==> src/rtl/uart_host_rx.sv <==
// uart_host_rx: 8N1 UART receiver with valid/ack byte handoff and an idle-timeout host-transfer done flag
module uart_host_rx #(
    parameter int CLKS_PER_BIT = 434,
    parameter int IDLE_BITS    = 32
) (
    input  logic       clk_i,
    input  logic       rst_i,
    input  logic       rx_i,
    input  logic       ack_i,
    output logic [7:0] data_o,
    output logic       valid_o,
    output logic       done_o,
    output logic       frame_err_o,
    output logic       overrun_o
);
    localparam logic [2:0] IDLE      = 3'd0;
    localparam logic [2:0] START     = 3'd1;
    localparam logic [2:0] DATA      = 3'd2;
    localparam logic [2:0] STOP      = 3'd3;
    localparam logic [2:0] WAIT_HIGH = 3'd4;
    localparam int CW       = $clog2(CLKS_PER_BIT);
    localparam int IDLE_MAX = IDLE_BITS * CLKS_PER_BIT;
    localparam int IW       = $clog2(IDLE_MAX) + 1;
    localparam logic [CW-1:0] HALF_END = CW'(CLKS_PER_BIT / 2 - 1);
    localparam logic [CW-1:0] BIT_END  = CW'(CLKS_PER_BIT - 1);
    localparam logic [IW-1:0] IDLE_SAT = IW'(IDLE_MAX);

    logic          rx_meta, rxs;
    logic [2:0]    state, state_nxt;
    logic [CW-1:0] cnt, cnt_nxt;
    logic [2:0]    bit_idx;
    logic [7:0]    shreg;
    logic [IW-1:0] idle_cnt, idle_nxt;
    logic          half_hit, bit_hit, stop_sample, deliver;

    assign half_hit    = cnt == HALF_END;
    assign bit_hit     = cnt == BIT_END;
    assign stop_sample = (state == STOP) && bit_hit;
    assign deliver     = stop_sample && rxs && (!valid_o || ack_i);
    // done rises on the same edge the idle counter reaches saturation
    assign idle_nxt = (valid_o || (state == IDLE && !rxs)) ? '0 :
                      (state == IDLE && idle_cnt != IDLE_SAT) ? idle_cnt + 1'b1 : idle_cnt;

    always_comb begin
        state_nxt = state;
        cnt_nxt   = cnt + 1'b1;
        case (state)
            IDLE: begin
                cnt_nxt = '0;
                if (!rxs) state_nxt = START;
            end
            START: if (half_hit) begin
                cnt_nxt   = '0;
                state_nxt = rxs ? IDLE : DATA;
            end
            DATA: if (bit_hit) begin
                cnt_nxt = '0;
                if (bit_idx == 3'd7) state_nxt = STOP;
            end
            STOP: if (bit_hit) begin
                cnt_nxt   = '0;
                state_nxt = rxs ? IDLE : WAIT_HIGH;
            end
            WAIT_HIGH: begin
                cnt_nxt = '0;
                if (rxs) state_nxt = IDLE;
            end
            default: begin
                cnt_nxt   = '0;
                state_nxt = IDLE;
            end
        endcase
    end

    always_ff @(posedge clk_i) begin
        if (rst_i) begin
            rx_meta     <= 1'b1;
            rxs         <= 1'b1;
            state       <= IDLE;
            cnt         <= '0;
            bit_idx     <= '0;
            shreg       <= '0;
            idle_cnt    <= '0;
            data_o      <= '0;
            valid_o     <= 1'b0;
            done_o      <= 1'b1;
            frame_err_o <= 1'b0;
            overrun_o   <= 1'b0;
        end else begin
            rx_meta     <= rx_i;
            rxs         <= rx_meta;
            state       <= state_nxt;
            cnt         <= cnt_nxt;
            idle_cnt    <= idle_nxt;
            frame_err_o <= stop_sample && !rxs;
            overrun_o   <= stop_sample && rxs && valid_o && !ack_i;
            if (state == IDLE) bit_idx <= '0;
            if (state == DATA && bit_hit) begin
                shreg   <= {rxs, shreg[7:1]};
                bit_idx <= bit_idx + 1'b1;
            end
            if (state == START && half_hit && !rxs) done_o <= 1'b0;
            else if (idle_nxt == IDLE_SAT && !valid_o) done_o <= 1'b1;
            if (deliver) begin
                data_o  <= shreg;
                valid_o <= 1'b1;
            end else if (ack_i) begin
                valid_o <= 1'b0;
            end
        end
    end
endmodule

==> config.mk <==
export PLATFORM = sky130hd
export DESIGN_NAME = uart_host_rx
export DESIGN_NICKNAME = d
export VERILOG_FILES = /design/src/rtl/uart_host_rx.sv
export SDC_FILE = /design/constraint.sdc
export NUM_CORES = 1
export LEC_CHECK = 0
export ABC_AREA = 1
export CAP_MARGIN = 0
export CORE_UTILIZATION = 40
export DETAILED_ROUTE_END_ITERATION = 12
export PLACE_DENSITY = 0.7
export SETUP_SLACK_MARGIN = 0.4
export SLEW_MARGIN = 20
export SYNTH_ARGS = -nofsm -noshare
export SYNTH_HDL_FRONTEND = slang
export SYNTH_SLANG_ARGS = --single-unit
==> constraint.sdc <==
create_clock -name clk_i -period 1.65 [get_ports clk_i]
set_input_delay 0.2475 -clock clk_i [delete_from_list [all_inputs] [get_ports clk_i]]
set_output_delay 0.2475 -clock clk_i [all_outputs]
set_load 0.05 [all_outputs]
Word-level counts from Yosys, hierarchy flattened:

Cells that the tools add are included.

* register bits: 52
* output and inout bits: 12

* multiplexer cells: 20
* equality and inequality tests: 15
* add/sub/neg operators: 3
* reduce and logical (&&, ||, !) cells: 23

Operator list (count)
* $mux W15: 2
* $mux W3: 9
* $mux W9: 2
* $pmux W9 S2: 1
* $add A15 B1 Y15 const B: 1
* $eq A15 B14 Y1 const B: 1
* $ne A15 B14 Y1 const B: 1
* $pmux W3 S5: 1
* $logic_and A1 B1 Y1: 12
* $ne A2 B2 Y1 const B: 6
* $add A9 B1 Y9 const B: 1
* $eq A9 B8 Y1 const B: 1
* $eq A9 B9 Y1 const B: 1
* $eq A3 B2 Y1 const B: 2
* $eq A3 B3 Y1 const B: 2
* $reduce_and A6 Y1: 1
* $reduce_bool A2 Y1: 3
* $mux W1: 4
* $add A3 B1 Y3 const B: 1
* $eq A3 B1 Y1 const B: 1
* $logic_not A1 Y1: 3
* $logic_not A3 Y1: 1
* $logic_or A1 B1 Y1: 2
* $mux W2: 1
* $reduce_or A2 Y1: 1

Longest topological paths before layout:

Gate-level depths: netlist of the first run.

* word-level depth: 8
* gate-level depth with buffers: 17
* gate-level depth less buffers: 16

Worst setup path before layout of the first run:

Ideal clock, no wire load.

* path type: register to register
* start point: reg idle_cnt[1]
* end point: reg done_o
* library setup time: 121 ps
* path slack: 22 ps
* arrival: 1507 ps
* stages on the path, launching flop included: 17
* clock period less this slack: 1628 ps
* cell sequence: dfxtp_1 > inv_1 > ha_1 > nand3_2 > nor2_2 > nand2_4 > nand2_4 > buf_12 > nand2_1 > nand3_1 > nor2_2 > nand2_1 > nor2_1 > nand2_1 > nand2_1 > nand2_1 > nand2_1

* cells in the longest elaborated chain, start to end: 7

Ends and longest elaborated chain
* start: declaration: line 33 `logic [IW-1:0] idle_cnt, idle_nxt;`
* start signal: assignment: line 94 `idle_cnt <= idle_nxt;`
* branches (longest 2 deep; another with $add A15 B1 Y15)
* $mux W15 (*): line 42 `(state == IDLE && idle_cnt != IDLE_SAT) ? idle_cnt + 1'b1 : idle_cnt;`
* $mux W15 (*): line 41 `assign idle_nxt = (valid_o || (state == IDLE && !rxs)) ? '0 :`
* $eq A15 B14 Y1 (*): line 103 `else if (idle_nxt == IDLE_SAT && !valid_o) done_o <= 1'b1;`
* $logic_and A1 B1 Y1 (*): line 103
* $reduce_bool A2 Y1 (no line) (*)
* end signal: assignment: line 86 `done_o <= 1'b1;`
* end signal: assignment: line 102 `if (state == START && half_hit && !rxs) done_o <= 1'b0;`
* end signal: assignment: line 103
* end: declaration: line 12 `output logic done_o,`

Every way passes the cells marked *.
A chain may end at the register's enable or synchronous reset.

Final worst setup path of the first run:

* start point: reg state[1]
* end point: reg cnt[3]

* cells in the longest elaborated chain, start to end: 3

Ends and longest elaborated chain
* start: declaration: line 29 `logic [2:0] state, state_nxt;`
* start signal: assignment: line 92 `state <= state_nxt;`
* $eq A3 B2 Y1: line 47 `case (state)`
* $reduce_or A2 Y1 (no line)
* $pmux W9 S2 (*): line 47
* end signal: assignment: line 93 `cnt <= cnt_nxt;`
* end: declaration: line 30 `logic [CW-1:0] cnt, cnt_nxt;`

Every way passes the cells marked *; elsewhere a longest branch is shown, timed or not.

==> metrics, run 1 <==
Clock transition at path regs 90 ps; ant diodes 0; IO Count 16; routed via count 2683; Critical Setup Path Class reg -> reg; final WL 7020 um; Slew Limit Fails 0; fin nets 470; max cap viols 0; Distinct cells, synth 33; CP delay by family, top simple AND/OR/NAND/NOR gates; gpl congestion 0.895; Chip Width 83.2 um; vias in the first global route 2565; # setup viols final 6; Power Total 0.00521 W; status finished, violations left; Placement Rows 29; worst hold path class reg -> reg; critical path, cell by cell buf_4, nor3_1, nand2_1, nand2_2, buf_6, nand4_1, buf_4, buf_6, nor2_1; DR DRC count 0; port bufs 15; Die Height 83.2 um; CTS tree built; Post-synth EDFFs 0; ys async rst share 0; mapped cell area 0.00264 mm2; register area share after synthesis 0.395; layout cells sized above 1 0.476; Worst-Margin Slew 311 ps; Worst path max stage delay 340 ps; Rel. slew slack 0.792; largest net degree at the start of global routing 20; Detailed Route Iter0 Violations 142; final worst setup slack -81.9 ps; RSZ-0062 raised after global routing true; Post-Syn Nets 388; Skew-Pair Late Insertion Delay 310 ps; LEAKAGE 1.73 nW; Via density 5.00; drt pass-1 iters 5; PD cells 1300 mW/mm2; syn avg cell area 6.99 um2; overflow left after global routing 0; min cycle time layout 1730 ps; Storage cell area 0.00107 mm2; multi-input logic area 0.00186 mm2; synth-to-layout area growth 52.4%; clock skew 11.8 ps; DP Worst Slack -54.0 ps; Synth Instances 377; Synth Register Bits 52; CTS Buffer Depth 2; Main synth FF type dfxtp_1; Slowest-stage cell, CP dfxtp_2; CORE AREA 0.00635 mm2; Synth top area share 0.395; Synth Warn # 0; endpoint class of the critical path flip-flop; Hold Vio Cnt, Final 0; failing checks setup timing; Fmax 577 MHz; routed len/inst 13.1 um; Finished Core Util 0.633; clock buffer count from CTS 5; first-pass GRT wire length 11200 um; Antenna Nets Post-Route 0; CP required 1890 ps; Final Cycle Share 1.05; Max Fanout on Critical Path 5; cts hold-fix bufs 0; Worst Path Buf+Inv 4; Synth area leader dfxtp_1; Final HPWL DP 4360 um; crit path launch type flip-flop; largest cells by area after synthesis dfxtp_1 (39%), nand2_1 (14%), nor2_1 (9.0%); DIE AREA 0.00692 mm2; Peak VDD IR 0.920 mV; htree depth 2; GRT Total Usage 0.197; fillcell total 487; Starting Density 0.415; Worst Path Arrival 1970 ps; initial antenna violation count 0; Root Driver clkbuf_8; Sink Count 52
## metrics by stage
step | instances | setup TNS (ps) | cell area (um2) | hold WS (ps)
finish | 537 | -370 | 4020 | 417
global route | 537 | -3100 | 4020 | 440
CTS | 525 | -19.3 | 3730 | 419
detailed placement | 499 | -139 | 3170 | 399
global placement | 499 | -54.0 | 3170 | 396
floorplan | 377 | 0 | 2720 | 351
## metal layers
| metal | GRT usage | routed length (um) | vias to the layer above |
|---|---|---|---|
| li1 | - | - | 1366 |
| met1 | 0.241 | 3080 | 1251 |
| met2 | 0.338 | 3610 | 48 |
| met3 | 0.0338 | 166 | 18 |
| met4 | 0.0909 | 159 | 0 |
| met5 | 0 | 0 | - |
## sequential cells by signal, summed over array words and instances, names as in the netlist
name         flops
idle_cnt        15
cnt              9
data_o           8
shreg            8
bit_idx          3
state            3
done_o           1
frame_err_o      1
overrun_o        1
rx_meta          1
rxs              1
valid_o          1
## layout by cell type (no fill, tap or decap), types with 13 or more instances in the layout
| master | Yosys | final |
|---|---|---|
| inv_1 | 36 | 26 |
| nor2_1 | 63 | 45 |
| nand2_1 | 96 | 73 |
| nor2_2 | 4 | 16 |
| dfxtp_1 | 52 | 35 |
| nand2_4 | 4 | 13 |
| buf_4 | 0 | 57 |
| dfxtp_2 | 0 | 15 |
| buf_6 | 1 | 20 |
| nand2_2 | 2 | 16 |
## synthesized netlist by cell type (2+ instances only)
cell,instances
nand2_1,96
nor2_1,63
dfxtp_1,52
inv_1,36
nand3_1,24
a21oi_1,19
o21ai_0,13
nand4_1,9
ha_1,7
inv_2,7
nor3_1,7
xor2_1,5
clkbuf_1,4
nand2_4,4
nor2_2,4
nand3_2,3
nor2_4,3
or2_2,3
xnor2_1,3
nand2_2,2
## kinds of logic (layout without fill, tap and decap cells)
kind of cell	after synthesis	in the layout	share of synthesized area
compound gates	36	36	0.0740
xor+xnor	8	8	0.0266
fa+ha+maj	7	7	0.0332
buf+inv	51	133	0.0826
flops	52	52	0.395
simple gates	223	224	0.389
## final cells by class
| type | count | area share |
|---|---|---|
| clock buffers | 7 | 0.0215 |
| clock inverters | 1 | 0.00187 |
| inverters | 44 | 0.0498 |
| multi-input cells | 275 | 0.462 |
| flip-flops and latches | 52 | 0.266 |
| well taps | 77 | 0.0240 |
| repair buffers | 81 | 0.175 |
## where the power goes
part           internal (W)  switching, W  leakage (nW)  total, W
Sequential          0.00142      0.000161         0.429   0.00158
Clock              0.000342      0.000412        0.0445  0.000753
Combinational       0.00129       0.00160          1.26   0.00288
## path summary, 6_finish.rpt
path	startpoint	to	slack [ps]	cells past startpoint
setup / recovery	state[1]$_SDFFE_PP0P_	cnt[3]$_SDFF_PP0_	-80	9
hold reg to reg	rx_meta$_SDFF_PP1_	rxs$_SDFF_PP1_	420	1
setup reg to reg	state[1]$_SDFFE_PP0P_	cnt[3]$_SDFF_PP0_	-80	9
hold / removal	rx_meta$_SDFF_PP1_	rxs$_SDFF_PP1_	420	1
## repair_timing
action	in CTS	in global routing
resized for setup	95	55
pin swaps	30	23
buffers inserted	15	12
endpoints found under the hold margin	0	0
endpoints found under the setup margin	50	50
gates cloned	3	0
Note: power is estimated with default switching activity, not from simulation.
==> run 2, diff against run 1 <==
--- a/config.mk
+++ b/config.mk
@@ -7,9 +7,11 @@
 export LEC_CHECK = 0
 export ABC_AREA = 1
 export CAP_MARGIN = 0
-export CORE_UTILIZATION = 40
+export CELL_PAD_IN_SITES_DETAIL_PLACEMENT = 1
+export CELL_PAD_IN_SITES_GLOBAL_PLACEMENT = 1
+export CORE_UTILIZATION = 38
 export DETAILED_ROUTE_END_ITERATION = 12
-export PLACE_DENSITY = 0.7
+export PLACE_DENSITY = 0.84
 export SETUP_SLACK_MARGIN = 0.4
 export SLEW_MARGIN = 20
 export SYNTH_ARGS = -nofsm -noshare
==> metrics, run 2 (synthesis gave the netlist of run 1 again) <==
CTS tree built; initial antenna violation count 0 (unchanged); DIE AREA 0.00727 mm2 (+5.1%); Chip Width 85.3 um (+2.5%); PD cells 1490 mW/mm2 (+15%); ant diodes 0 (unchanged); Via density 5.89 (+18%); failing checks setup timing; htree depth 2 (unchanged); Worst-Margin Slew 427 ps (+116 ps); # setup viols final 37 (+31); GRT Total Usage 0.337 (+0.140); CORE AREA 0.00653 mm2 (+2.9%); Worst Path Arrival 2280 ps (+310 ps); largest net degree at the start of global routing 19 (-5.0%); crit path launch type flip-flop; Starting Density 0.404 (-0.0115); Final Cycle Share 1.26 (+0.209); drt pass-1 iters 6 (+1); Slew Limit Fails 0 (unchanged); Non-Filler Instances 549 (+2.2%); gpl congestion 0.876 (-2.1%); vias in the first global route 3482 (+36%); final WL 14500 um (+110%); Sink Count 52 (unchanged); worst hold path class reg -> reg; Antenna Nets Post-Route 0 (unchanged); layout cells sized above 1 0.555 (+0.0790); Critical Setup Path Class reg -> reg; number of flip-flops in the largest register 15 (unchanged); Die Height 85.3 um (+2.5%); Placement Rows 29 (unchanged); max cap viols 0 (unchanged); min cycle time layout 2080 ps (+345 ps); Peak VDD IR 0.710 mV (-23%); Rel. slew slack 0.715 (-0.0766); Clock transition at path regs 110 ps (+20 ps); Final HPWL DP 5720 um (+31%); DP Worst Slack -197 ps (-143 ps); clock buffer count from CTS 5 (unchanged); dpl cells 506 (+1.4%); Largest regs idle_cnt: 15 flops, cnt: 9 flops; Worst Path Buf+Inv 3 (-1); Skew-Pair Late Insertion Delay 330 ps (+20 ps); CP required 1850 ps (-40 ps); Max Fanout on Critical Path 4 (-1); endpoint class of the critical path flip-flop; synth-to-layout area growth 61.9%; status finished, violations left; LEAKAGE 1.78 nW (+2.6%); Worst path max stage delay 360 ps (+20 ps); final worst setup slack -427 ps (-345 ps); crit-path most repeated cell nand4_1; most frequent cells in the layout nand2_1 (67), buf_4 (67), dfxtp_1 (34); overflow left after global routing 0 (unchanged); Fmax 481 MHz (-17%); Hold Vio Cnt, Final 0 (unchanged); RSZ-0062 raised after global routing true; critical path, cell by cell inv_4, ha_4, nand4_1, inv_1, nand4_1, nand3_1, nand2_2, buf_6, a21oi_4, o21ai_4, o21ai_2, a21oi_2; first-pass GRT wire length 18400 um (+64%); DR DRC count 0 (unchanged); fillcell total 762 (+56%); Slowest-stage cell, CP dfxtp_2; Detailed Route Iter0 Violations 154 (+8.5%); routed len/inst 26.3 um (+100%); fin nets 482 (+2.6%); Top reg by flops idle_cnt; flop-to-flop setup slack -430 ps (-350 ps); IO Count 16 (unchanged); CP delay by family, top compound AO/OA/AOI/OAI gates; routed via count 3231 (+20%); clock skew 11.9 ps (+0.0539 ps); port bufs 15 (unchanged); CTS Buffer Depth 2 (unchanged); Root Driver clkbuf_8
-- run 2: cell types whose count changed in the layout (fill, tap and decap cells not counted), moves of 6 or more --
cell / before / now
buf_4: 57 / 67
nand2_1: 73 / 67
nand2_2: 16 / 27
nand2_4: 13 / 7
nor2_1: 45 / 27
nor2_2: 16 / 24
nor2_4: 9 / 19
-- run 2: worst paths after layout --
kind / start / end / cells past startpoint
max reg2reg: cnt[1]$_SDFF_PP0_ / state[1]$_SDFFE_PP0P_ / 12
min: rx_meta$_SDFF_PP1_ / rxs$_SDFF_PP1_ / 1
max: cnt[1]$_SDFF_PP0_ / state[1]$_SDFFE_PP0P_ / 12
min reg2reg: rx_meta$_SDFF_PP1_ / rxs$_SDFF_PP1_ / 1
-- run 2: what timing repair did --
item | CTS | global route
cloned | 2 | 0
hold endpoints to repair | 0 | 0
pin swaps | 29 | 24
setup endpoints to repair | 50 | 50
buffers inserted | 23 | 10
hold buffers | 0 | 0
resized for setup | 108 | 78
-- run 2: metal layers --
metal,vias up,GRT usage,part of all wire
met1,1591,0.342,0.36
met5,-,0,0
met4,0,0.206,0.078
met3,85,0.0603,0.052
li1,1378,-,-
met2,177,0.639,0.51
-- run 2: power by group --
part,switching [W],internal [W]
Sequential,0.000179,0.00143
Clock,0.000510,0.000498
Combinational,0.00214,0.00160
-- run 2: area by class of cell --
type	instances	area (um2)	area share
Multi-Input combinational cell	275	1960	0.460
Sequential cell	52	1070	0.251
Timing Repair Buffer	93	815	0.191
Inverter	44	200	0.0469
Tap cell	77	96.3	0.0226
Clock buffer	6	82.6	0.0193
Clock inverter	2	38.8	0.00909
-- run 2: worst reg2reg max path, cell delays in order, from the launching register on --
cell and delay (ps):
dfxtp_2 360, inv_4 80, ha_4 130, nand4_1 70, inv_1 80, nand4_1 170, nand3_1 200, nand2_2 100
buf_6 130, a21oi_4 150, o21ai_4 110, o21ai_2 240, a21oi_2 140
-- run 2: through the flow --
| stage | instance area [um2] | hold slack [ps] | setup TNS, ps | total power (W) | util |
|---|---|---|---|---|---|
| 3_3_place_gp | 3220 | 396 | -141 | 0.00343 | 0.493 |
| 3_5_place_dp | 3220 | 400 | -512 | 0.00353 | 0.493 |
| 6_report | 4270 | 483 | -8030 | 0.00636 | 0.654 |
| 4_1_cts | 3920 | 423 | -501 | 0.00526 | 0.600 |
| 2_1_floorplan | 2720 | 351 | 0 | 0.00287 | - |
| 5_1_grt | 4270 | 478 | -9170 | 0.00654 | 0.654 |
